`config.mk`:
```
export PLATFORM = sky130hd
export DESIGN_NAME = object_scheduler_flat
export DESIGN_NICKNAME = d
export VERILOG_FILES = /design/src/rtl/object_scheduler_if.sv /design/src/rtl/object_scheduler.sv /design/src/flat_wrapper.sv
export SDC_FILE = /design/constraint.sdc
export NUM_CORES = 1
export LEC_CHECK = 0
export CORE_UTILIZATION = 45
export DETAILED_ROUTE_END_ITERATION = 10
export MAX_ROUTING_LAYER = met4
export PLACE_DENSITY = 0.75
export REMOVE_ABC_BUFFERS = 1
export SKIP_LAST_GASP = 1
export SYNTH_ARGS = -nofsm -noshare
export SYNTH_HDL_FRONTEND = slang
export SYNTH_SLANG_ARGS = --single-unit
```
`constraint.sdc`:
```
create_clock -name CLK -period 4.2 [get_ports CLK]
set_input_delay 0.42 -clock CLK [delete_from_list [all_inputs] [get_ports CLK]]
set_output_delay 0.42 -clock CLK [all_outputs]
set_load 0.05 [all_outputs]
```
`src/rtl/object_scheduler_if.sv`:
```
// Frame-control and playfield-position bundle between the game logic and the per-frame object scheduler.
interface object_scheduler_if;
    logic       FRAME_START;
    logic       BTN_UP;
    logic       BTN_DOWN;
    logic       BTN_LEFT;
    logic       BTN_RIGHT;
    logic [9:0] player_x;
    logic [9:0] player_y;
    logic [9:0] car_x;
    logic [9:0] car2_x;
    logic [9:0] car3_x;
    logic [9:0] car4_x;
    logic [1:0] lives;
    logic [3:0] score;
    logic       COLLISION;
    logic       GAME_OVER;
    logic       BUSY;

    modport master (
        output FRAME_START, BTN_UP, BTN_DOWN, BTN_LEFT, BTN_RIGHT,
        input  player_x, player_y, car_x, car2_x, car3_x, car4_x,
        input  lives, score, COLLISION, GAME_OVER, BUSY
    );

    modport slave (
        input  FRAME_START, BTN_UP, BTN_DOWN, BTN_LEFT, BTN_RIGHT,
        output player_x, player_y, car_x, car2_x, car3_x, car4_x,
        output lives, score, COLLISION, GAME_OVER, BUSY
    );
endinterface

```
`src/rtl/object_scheduler.sv`:
```
// Per-frame game-object scheduler: one player move, four car lane updates and an overlap check per vblank.
//
// state    | meaning
// S_IDLE   | waiting for FRAME_START
// S_PLAYER | apply one pending move, handle crossing
// S_CARS   | advance car idx_q (one per cycle)
// S_CHECK  | overlap test against car idx_q
// S_DONE   | apply collision, lives and spawn return
// S_OVER   | lives exhausted, everything frozen
module object_scheduler #(
    parameter int H_DISPLAY      = 640,
    parameter int V_DISPLAY      = 480,
    parameter int PLAYER_WIDTH   = 20,
    parameter int PLAYER_HEIGHT  = 20,
    parameter int PLAYER_STEP    = 20,
    parameter int PLAYER_START_X = 310,
    parameter int PLAYER_START_Y = 460,
    parameter int CAR_WIDTH      = 40,
    parameter int CAR_HEIGHT     = 20,
    parameter int CAR1_Y = 100, parameter int CAR2_Y = 180,
    parameter int CAR3_Y = 260, parameter int CAR4_Y = 340,
    parameter int CAR1_X0 = 0,   parameter int CAR2_X0 = 160,
    parameter int CAR3_X0 = 320, parameter int CAR4_X0 = 480,
    parameter int CAR1_SPEED = 1, parameter int CAR2_SPEED = 2,
    parameter int CAR3_SPEED = 3, parameter int CAR4_SPEED = 4
) (
    input logic               CLK,
    input logic               RST,
    object_scheduler_if.slave sched
);
    typedef enum logic [2:0] {S_IDLE, S_PLAYER, S_CARS, S_CHECK, S_DONE, S_OVER} state_t;

    localparam logic [10:0] P_STEP  = 11'(PLAYER_STEP);
    localparam logic [10:0] P_W     = 11'(PLAYER_WIDTH);
    localparam logic [10:0] P_H     = 11'(PLAYER_HEIGHT);
    localparam logic [10:0] P_XMAX  = 11'(H_DISPLAY - PLAYER_WIDTH);
    localparam logic [10:0] P_YMAX  = 11'(V_DISPLAY - PLAYER_HEIGHT);
    localparam logic [10:0] C_W     = 11'(CAR_WIDTH);
    localparam logic [10:0] C_H     = 11'(CAR_HEIGHT);
    localparam logic [10:0] C_XMAX  = 11'(H_DISPLAY - CAR_WIDTH);
    localparam logic [9:0]  SPAWN_X = 10'(PLAYER_START_X);
    localparam logic [9:0]  SPAWN_Y = 10'(PLAYER_START_Y);
    localparam logic [3:0][9:0] CAR_Y  = {10'(CAR4_Y), 10'(CAR3_Y), 10'(CAR2_Y), 10'(CAR1_Y)};
    localparam logic [3:0][9:0] CAR_X0 = {10'(CAR4_X0), 10'(CAR3_X0), 10'(CAR2_X0), 10'(CAR1_X0)};
    localparam logic [3:0][3:0] CAR_SPD = {4'(CAR4_SPEED), 4'(CAR3_SPEED), 4'(CAR2_SPEED), 4'(CAR1_SPEED)};

    state_t          state_q;
    logic [1:0]      idx_q;
    logic [3:0][9:0] car_x_q;
    logic [9:0]      px_q, py_q;
    logic [1:0]      lives_q;
    logic [3:0]      score_q;
    logic            col_q, over_q, busy_q, hit_q;
    logic [3:0]      btn_q, pend_q;

    logic [3:0]  btn_d, rise_d;
    logic [10:0] px11, py11, cx11, cy11, spd11, sum11;
    logic [9:0]  car_nx_d, nx_d, ny_d;
    logic        hit_d;

    // bit order: 0 up, 1 down, 2 left, 3 right (also the move priority)
    assign btn_d  = {sched.BTN_RIGHT, sched.BTN_LEFT, sched.BTN_DOWN, sched.BTN_UP};
    assign rise_d = btn_d & ~btn_q;

    always_comb begin
        px11  = {1'b0, px_q};
        py11  = {1'b0, py_q};
        cx11  = {1'b0, car_x_q[idx_q]};
        cy11  = {1'b0, CAR_Y[idx_q]};
        spd11 = {7'd0, CAR_SPD[idx_q]};
        sum11 = cx11 + spd11;
        car_nx_d = car_x_q[idx_q];
        if (!idx_q[0]) begin
            car_nx_d = (sum11 > C_XMAX) ? 10'd0 : sum11[9:0];
        end else begin
            car_nx_d = (cx11 < spd11) ? C_XMAX[9:0] : 10'(cx11 - spd11);
        end
        hit_d = (px11 < cx11 + C_W) && (cx11 < px11 + P_W) &&
                (py11 < cy11 + C_H) && (cy11 < py11 + P_H);
        nx_d = px_q;
        ny_d = py_q;
        if (pend_q[0]) begin
            if (py11 >= P_STEP) ny_d = 10'(py11 - P_STEP);
        end else if (pend_q[1]) begin
            if (py11 + P_STEP <= P_YMAX) ny_d = 10'(py11 + P_STEP);
        end else if (pend_q[2]) begin
            if (px11 >= P_STEP) nx_d = 10'(px11 - P_STEP);
        end else if (pend_q[3]) begin
            if (px11 + P_STEP <= P_XMAX) nx_d = 10'(px11 + P_STEP);
        end
    end

    always_ff @(posedge CLK) begin
        if (RST) begin
            state_q <= S_IDLE;
            idx_q   <= 2'd0;
            car_x_q <= CAR_X0;
            px_q    <= SPAWN_X;
            py_q    <= SPAWN_Y;
            lives_q <= 2'd3;
            score_q <= 4'd0;
            col_q   <= 1'b0;
            over_q  <= 1'b0;
            busy_q  <= 1'b0;
            hit_q   <= 1'b0;
            btn_q   <= 4'd0;
            pend_q  <= 4'd0;
        end else begin
            btn_q  <= btn_d;
            pend_q <= (state_q == S_PLAYER) ? rise_d : (pend_q | rise_d);
            col_q  <= 1'b0;
            case (state_q)
                S_IDLE: begin
                    if (sched.FRAME_START) begin
                        state_q <= S_PLAYER;
                        busy_q  <= 1'b1;
                        hit_q   <= 1'b0;
                    end
                end
                S_PLAYER: begin
                    if (ny_d == 10'd0) begin
                        score_q <= (score_q == 4'd15) ? score_q : score_q + 4'd1;
                        px_q    <= SPAWN_X;
                        py_q    <= SPAWN_Y;
                    end else begin
                        px_q <= nx_d;
                        py_q <= ny_d;
                    end
                    idx_q   <= 2'd0;
                    state_q <= S_CARS;
                end
                S_CARS: begin
                    car_x_q[idx_q] <= car_nx_d;
                    idx_q          <= idx_q + 2'd1;
                    if (idx_q == 2'd3) state_q <= S_CHECK;
                end
                S_CHECK: begin
                    hit_q <= hit_q | hit_d;
                    idx_q <= idx_q + 2'd1;
                    if (idx_q == 2'd3) state_q <= S_DONE;
                end
                S_DONE: begin
                    busy_q  <= 1'b0;
                    state_q <= S_IDLE;
                    if (hit_q) begin
                        col_q   <= 1'b1;
                        lives_q <= lives_q - 2'd1;
                        px_q    <= SPAWN_X;
                        py_q    <= SPAWN_Y;
                        if (lives_q == 2'd1) begin
                            over_q  <= 1'b1;
                            state_q <= S_OVER;
                        end
                    end
                end
                S_OVER: begin
                    over_q <= 1'b1;
                end
                default: state_q <= S_IDLE;
            endcase
        end
    end

    assign sched.player_x  = px_q;
    assign sched.player_y  = py_q;
    assign sched.car_x     = car_x_q[0];
    assign sched.car2_x    = car_x_q[1];
    assign sched.car3_x    = car_x_q[2];
    assign sched.car4_x    = car_x_q[3];
    assign sched.lives     = lives_q;
    assign sched.score     = score_q;
    assign sched.COLLISION = col_q;
    assign sched.GAME_OVER = over_q;
    assign sched.BUSY      = busy_q;
endmodule

```
`src/flat_wrapper.sv`:
```
// flat-port wrapper written by rule: the top's interface ports become plain ports
module object_scheduler_flat 
#(
    parameter int H_DISPLAY      = 640,
    parameter int V_DISPLAY      = 480,
    parameter int PLAYER_WIDTH   = 20,
    parameter int PLAYER_HEIGHT  = 20,
    parameter int PLAYER_STEP    = 20,
    parameter int PLAYER_START_X = 310,
    parameter int PLAYER_START_Y = 460,
    parameter int CAR_WIDTH      = 40,
    parameter int CAR_HEIGHT     = 20,
    parameter int CAR1_Y = 100, parameter int CAR2_Y = 180,
    parameter int CAR3_Y = 260, parameter int CAR4_Y = 340,
    parameter int CAR1_X0 = 0,   parameter int CAR2_X0 = 160,
    parameter int CAR3_X0 = 320, parameter int CAR4_X0 = 480,
    parameter int CAR1_SPEED = 1, parameter int CAR2_SPEED = 2,
    parameter int CAR3_SPEED = 3, parameter int CAR4_SPEED = 4
)
  (CLK, RST, sched_FRAME_START, sched_BTN_UP, sched_BTN_DOWN, sched_BTN_LEFT, sched_BTN_RIGHT, sched_player_x, sched_player_y, sched_car_x, sched_car2_x, sched_car3_x, sched_car4_x, sched_lives, sched_score, sched_COLLISION, sched_GAME_OVER, sched_BUSY);
  object_scheduler_if sched_i ();
  input logic CLK;
  input logic RST;
  input wire logic [$bits(sched_i.FRAME_START)-1:0] sched_FRAME_START;
  input wire logic [$bits(sched_i.BTN_UP)-1:0] sched_BTN_UP;
  input wire logic [$bits(sched_i.BTN_DOWN)-1:0] sched_BTN_DOWN;
  input wire logic [$bits(sched_i.BTN_LEFT)-1:0] sched_BTN_LEFT;
  input wire logic [$bits(sched_i.BTN_RIGHT)-1:0] sched_BTN_RIGHT;
  output wire logic [$bits(sched_i.player_x)-1:0] sched_player_x;
  output wire logic [$bits(sched_i.player_y)-1:0] sched_player_y;
  output wire logic [$bits(sched_i.car_x)-1:0] sched_car_x;
  output wire logic [$bits(sched_i.car2_x)-1:0] sched_car2_x;
  output wire logic [$bits(sched_i.car3_x)-1:0] sched_car3_x;
  output wire logic [$bits(sched_i.car4_x)-1:0] sched_car4_x;
  output wire logic [$bits(sched_i.lives)-1:0] sched_lives;
  output wire logic [$bits(sched_i.score)-1:0] sched_score;
  output wire logic [$bits(sched_i.COLLISION)-1:0] sched_COLLISION;
  output wire logic [$bits(sched_i.GAME_OVER)-1:0] sched_GAME_OVER;
  output wire logic [$bits(sched_i.BUSY)-1:0] sched_BUSY;
  assign sched_i.FRAME_START = sched_FRAME_START;
  assign sched_i.BTN_UP = sched_BTN_UP;
  assign sched_i.BTN_DOWN = sched_BTN_DOWN;
  assign sched_i.BTN_LEFT = sched_BTN_LEFT;
  assign sched_i.BTN_RIGHT = sched_BTN_RIGHT;
  assign sched_player_x = sched_i.player_x;
  assign sched_player_y = sched_i.player_y;
  assign sched_car_x = sched_i.car_x;
  assign sched_car2_x = sched_i.car2_x;
  assign sched_car3_x = sched_i.car3_x;
  assign sched_car4_x = sched_i.car4_x;
  assign sched_lives = sched_i.lives;
  assign sched_score = sched_i.score;
  assign sched_COLLISION = sched_i.COLLISION;
  assign sched_GAME_OVER = sched_i.GAME_OVER;
  assign sched_BUSY = sched_i.BUSY;
  object_scheduler #(.H_DISPLAY(H_DISPLAY), .V_DISPLAY(V_DISPLAY), .PLAYER_WIDTH(PLAYER_WIDTH), .PLAYER_HEIGHT(PLAYER_HEIGHT), .PLAYER_STEP(PLAYER_STEP), .PLAYER_START_X(PLAYER_START_X), .PLAYER_START_Y(PLAYER_START_Y), .CAR_WIDTH(CAR_WIDTH), .CAR_HEIGHT(CAR_HEIGHT), .CAR1_Y(CAR1_Y), .CAR2_Y(CAR2_Y), .CAR3_Y(CAR3_Y), .CAR4_Y(CAR4_Y), .CAR1_X0(CAR1_X0), .CAR2_X0(CAR2_X0), .CAR3_X0(CAR3_X0), .CAR4_X0(CAR4_X0), .CAR1_SPEED(CAR1_SPEED), .CAR2_SPEED(CAR2_SPEED), .CAR3_SPEED(CAR3_SPEED), .CAR4_SPEED(CAR4_SPEED)) u_core (.CLK(CLK), .RST(RST), .sched(sched_i));
endmodule
```
* Yosys cells after proc, flatten, opt, wreduce, memory -nomap -nowiden
Index checks and enable logic that the tools add are counted.
** Word-level totals
- Flip-flop bits (word level) :: 83
- Latch bits :: 0
- Memory bits (writable) :: 0
- Bits in read-only memories :: 0
- Input port bits :: 7
- Output and inout port bits :: 69
- Memories kept :: 0
** Cells by class
- Add/sub/neg operators :: 11
- Multiply operators :: 0
- Divide/modulo/power cells :: 0
- Order comparisons :: 12
- Equality and inequality tests :: 18
- Shift operators :: 0
- Muxes and demuxes :: 44
- Bitwise gates (word level) :: 7
- Reduce and logical (&&, ||, !) cells :: 21
** Operators by type and width (count)
- two-way mux 10 bit :: 20
- < comparator 10 x 11 -> 1 bit :: 4
- binary-select mux 10 bit (select 2 bit) :: 2
- bitwise mux 40 bit :: 1
- one-hot mux 10 bit (2 select lines) :: 2
- adder 10 x 5 -> 11 bit (second input constant) :: 3
- demux 10 bit (select 2 bit) :: 1
- >= comparator 10 x 5 -> 1 bit (second input constant) :: 2
- subtractor 10 x 5 -> 10 bit (second input constant) :: 2
- one-hot mux 3 bit (6 select lines) :: 1
- two-way mux 3 bit :: 5
- adder 10 x 4 -> 11 bit :: 1
- adder 10 x 6 -> 11 bit (second input constant) :: 1
- greater-than comparator 11 x 10 -> 1 bit (second input constant) :: 1
- <= comparator 11 x 10 -> 1 bit (second input constant) :: 1
- <= comparator 11 x 9 -> 1 bit (second input constant) :: 1
- zero test 10 bit :: 1
- < comparator 10 x 4 -> 1 bit :: 1
- nonzero test 2 bit :: 5
- subtractor 10 x 4 -> 10 bit :: 1
- binary-select mux 4 bit (select 2 bit) :: 1
- two-way mux 4 bit :: 2
- != test 2 x 1 -> 1 bit (second input constant) :: 4
- != test 4 x 2 -> 1 bit (second input constant) :: 2
- 29 further kinds :: 48

* Logic depth before layout (Yosys ltp)
- Word-level depth :: 9
- Depth in mapped cells :: 17
- Gate-level depth less buffers :: 14

* Least setup slack after synthesis
OpenSTA, ideal clock, no wires.
- Kind :: register to register
- From :: register u_core.py_q[2], in the netlist u_core.sched.player_y[2]
- To :: register u_core.score_q[1], in the netlist u_core.sched.score[1]
- Setup time :: 0.115 ns
- Data arrival time :: 4.219 ns
- Slack :: -0.134 ns
- Cell stages (with the launch flop) :: 15
- Path buffers :: 3
- Path through :: dfxtp_1 -> buf_2 -> clkbuf_1 -> inv_1 -> ha_1 -> nor2b_1 -> nor4b_1 -> nor4b_4 -> o32ai_2 -> mux2_1 -> or4_1 -> nand4b_4 -> buf_2 -> o31a_1 -> o21a_1
** Between the ends
- Cells in the longest elaborated chain, start to end :: 7
** RTL lines
- start, declared :: RTL line object_scheduler.sv:50 : logic [9:0] px_q, py_q;
- start signal, assigned :: RTL line object_scheduler.sv:127 : py_q <= ny_d;
- adder 10 x 5 -> 11 bit :: RTL line object_scheduler.sv:85 : if (py11 + P_STEP <= P_YMAX) ny_d = 10'(py11 + P_STEP);
- <= comparator 11 x 9 -> 1 bit :: RTL line object_scheduler.sv:85
- two-way mux 10 bit :: RTL line object_scheduler.sv:85
- two-way mux 10 bit :: RTL line object_scheduler.sv:84 : end else if (pend_q[1]) begin
- two-way mux 10 bit (*) :: RTL line object_scheduler.sv:82 : if (pend_q[0]) begin
- zero test 10 bit (*) :: RTL line object_scheduler.sv:121 : if (ny_d == 10'd0) begin
- AND reduction 3 bit (no source line) (*)
- end signal, assigned :: RTL line object_scheduler.sv:122 : score_q <= (score_q == 4'd15) ? score_q : score_q + 4'd1;
- end, declared :: RTL line object_scheduler.sv:52 : logic [3:0] score_q;
Every way passes the cells marked *; elsewhere a longest branch is shown, timed or not.
A chain may end at the register's enable or synchronous reset.

* Worst setup path in the final report
- From :: register u_core.py_q[2], in the netlist u_core.sched.player_y[2]
- To :: register u_core.score_q[2], in the netlist u_core.sched.score[2]
The elaborated chain is that of the path after synthesis.

==> results by group <==
Outcome
  – Status: finished, final reports clean

Die
  – Die width: 119 µm
  – Num rows: 42
  – Starting Density: 46.2%
  – Die ar.: 14100 µm²
  – Die Ht: 119 µm
  – # IOs: 76
  – Core Area: 13200 µm²

Setup path
  – Worst setup SP type: flip-flop
  – Crit-path cells: inv_1 -> ha_1 -> or3b_1 -> a31oi_1 -> nor4b_4 -> o32ai_2 -> mux2_1 -> or4_1 -> nand4b_4 -> or4_1 -> o211a_1
  – CP max FO: 19
  – R2r worst-path depth: 11
  – Worst EP arrival: 4.17 ns
  – Crit path required time: 4.45 ns
  – Critical Path Sink Type: flip-flop
  – Top cell by count, worst path: or4_1
  – CP max stage cell: or4_1
  – Max incr delay on CP: 0.55 ns
  – Worst Path Class, Setup: flip-flop to flip-flop

Synth
  – Cell count after synthesis: 767
  – Synth Cell Area: 6120 µm²
  – Cell taking the most area after synthesis: dfxtp_1
  – Post-synth ARST share: 0%
  – EDFF count, synth: 0
  – Most frequent cells after synthesis: dfxtp_1 (80), nor2_1 (78), a21oi_1 (63)
  – Synth warn: 0
  – Synth top area share: 26.2%
  – Ys flop type: dfxtp_1
  – Count of cell types in the netlist: 75
  – Yosys reg bits: 80
  – Post-synthesis sequential area ratio: 26.2%
  – Largest cells by area after synthesis: dfxtp_1 (26%), ha_1 (10%), a21oi_1 (5.2%)
  – Most frequent cell after synthesis: dfxtp_1
  – Synth Area per Inst: 7.98 µm²

Clock tree
  – Worst-Skew Late Latency: 0.35 ns
  – Clock transition at path regs: 0.06 ns
  – Clock sink total: 80
  – CTS tree: built
  – Clock buffer count from CTS: 9
  – Buffers from clock root to sink, at most: 2
  – Hold buffers post-CTS: 0
  – H-tree Lvls: 3
  – CTS root buf: clkbuf_16

Global route
  – Largest net degree at the start of global routing: 47
  – Vias in the first global route: 5334
  – Met2 Use GR: 37.6%
  – GR Util met3: 4.92%
  – GRT met1 Usage: 36.5%
  – Initial antenna violation count: 0
  – GRT busiest layer: met2
  – Global-route wire length before repair: 28300 µm
  – GRT Total Usage: 25.9%
  – Total gr overflow: 0

Drt
  – 1st-iter DRT viols: 521
  – Wirelength, routed: 17400 µm
  – ANT nets after route: 0
  – Via/cell ratio: 6.01
  – Wirelength per Cell: 17.6 µm
  – First drt pass iteration count: 6
  – # DRC: 0
  – Total number of vias: 5954

Run
  – Maxcap violations: 0

Min path
  – Hold path cells: 2
  – Hold WC Path Type: input port to flip-flop

STA
  – Final Hold Fails: 0
  – Worst Tran Pin Value: 0.812 ns
  – Hold WS: 0.395 ns
  – Clk_skew: 0.00781 ns
  – Final setup vio count: 0
  – Final setup margin: 0.271 ns
  – Tmin final: 3.93 ns
  – RSZ-0062 raised after global routing: false
  – Rel. slew slack: 45.8%
  – Fin. max-slew vios: 0
  – Fmax: 0.255 GHz
  – Period utilization: 93.6%

Placed design
  – DP Area: 6920 µm²
  – Hpwl dp: 12400 µm
  – Inst Count DP: 974
  – GPL Wtd Cong: 0.945
  – Place WS: 0.238 ns
  – Port buffer count: 72

Cells and area
  – Fillers: 1293
  – Number of antenna diodes: 0
  – Area of the multi-input gates: 4140 µm²
  – Register area: 1600 µm²
  – Area Growth Syn to Fin: 17.8%
  – Share of cells above drive strength 1: 7.62%
  – Final cell count without fillers: 990
  – Final Instance Area: 7210 µm²
  – Final nets: 869

Power
  – Worst VDD drop: 248 µV
  – Power Density: 313 nW/µm²
  – Final total power: 2.26 mW
  – Static leakage: 2.75 nW
## critical path, delay by kind of cell (launching register included)
family          cells  cell delay, ns
simple gates        5            1.94
compound gates      3            0.55
flops               1            0.50
fa+ha+maj           1            0.38
mux                 1            0.35
buf+inv             1            0.11
## timing repair
action | 4_1_cts | 5_1_grt
endpoints found under the hold margin | 0 | 0
endpoints found under the setup margin | 0 | 4
setup buffers | 0 | 0
resized for setup | 0 | 2
## power breakdown
part / internal (mW) / switching (mW) / total (mW)
clock network: 0.426 / 0.348 / 0.774
logic: 0.247 / 0.399 / 0.646
registers: 0.782 / 0.0565 / 0.839
## worst paths after layout
path                                              end                                  start  slack, ns
setup reg to reg   u_core.sched.score[2]$_SDFFE_PP0P_  u_core.sched.player_y[2]$_SDFFE_PP1P_       0.27
hold reg to reg   u_core.sched.GAME_OVER$_SDFFE_PP0P_    u_core.sched.GAME_OVER$_SDFFE_PP0P_       0.45
setup / recovery   u_core.sched.score[2]$_SDFFE_PP0P_  u_core.sched.player_y[2]$_SDFFE_PP1P_       0.27
hold / removal            u_core.pend_q[2]$_SDFF_PP0_                                    RST       0.39
## logic make-up (layout without fill, tap and decap cells)
logic type	after synthesis	count (layout)	synth area share, %
fa+ha+maj	53	53	11.1
mux	20	20	5.35
simple gates	254	254	21.4
flops	80	80	26.2
xor+xnor	28	28	4.01
other cells	1	3	0.0613
buf+inv	97	142	6.54
compound gates	234	234	25.4
## sequential cells by signal, indices dropped and copies added, names as in the netlist
name and flops:
u_core.sched.car2_x 10, u_core.sched.car3_x 10, u_core.sched.car4_x 10, u_core.sched.car_x 10, u_core.sched.player_x 9, u_core.sched.player_y 8
u_core.btn_q 4, u_core.pend_q 4, u_core.sched.score 4, u_core.state_q 3, u_core.idx_q 2, u_core.sched.lives 2
u_core.hit_q 1, u_core.sched.BUSY 1, u_core.sched.COLLISION 1, u_core.sched.GAME_OVER 1
## stage by stage
step | util [%] | TNS, ns
after CTS | 54.4 | 0
after detailed placement | 52.2 | 0
after global placement | 52.2 | 0
after floorplan | - | -0.444
final | 54.5 | 0
after global routing | 54.5 | 0
## placed cells by master (no fill, tap or decap), types with 6 or more instances in the layout
cell type	count
dfxtp_1	80
nor2_1	78
clkdlybuf4s50_1	71
a21oi_1	63
o21ai_0	55
ha_1	50
nand2_1	49
inv_1	39
nand3_1	23
nor2b_1	18
xor2_1	15
nor3_1	15
xnor2_1	13
buf_4	13
a31oi_1	12
and3_1	11
mux4_2	10
nand4_1	10
nand2b_1	10
o31ai_1	10
o211ai_1	10
clkbuf_16	9
mux2i_1	8
o21a_1	8
a22oi_1	8
a32oi_1	7
a21o_1	6
## area by class of cell
| class | count | share of cell area (%) |
|---|---|---|
| Inverter | 41 | 2.13 |
| Clock buffer | 10 | 3.31 |
| Clock inverter | 6 | 0.694 |
| Sequential cell | 80 | 22.2 |
| Multi-Input combinational cell | 592 | 57.3 |
| Timing Repair Buffer | 85 | 11.3 |
| Tap cell | 176 | 3.05 |
## metal layers
metal	vias up	wire length, µm
met4	0	252
met3	24	1220
met5	-	0
li1	2880	-
met1	2819	8540
met2	231	7370
Note: power is estimated with default switching activity, not from simulation.
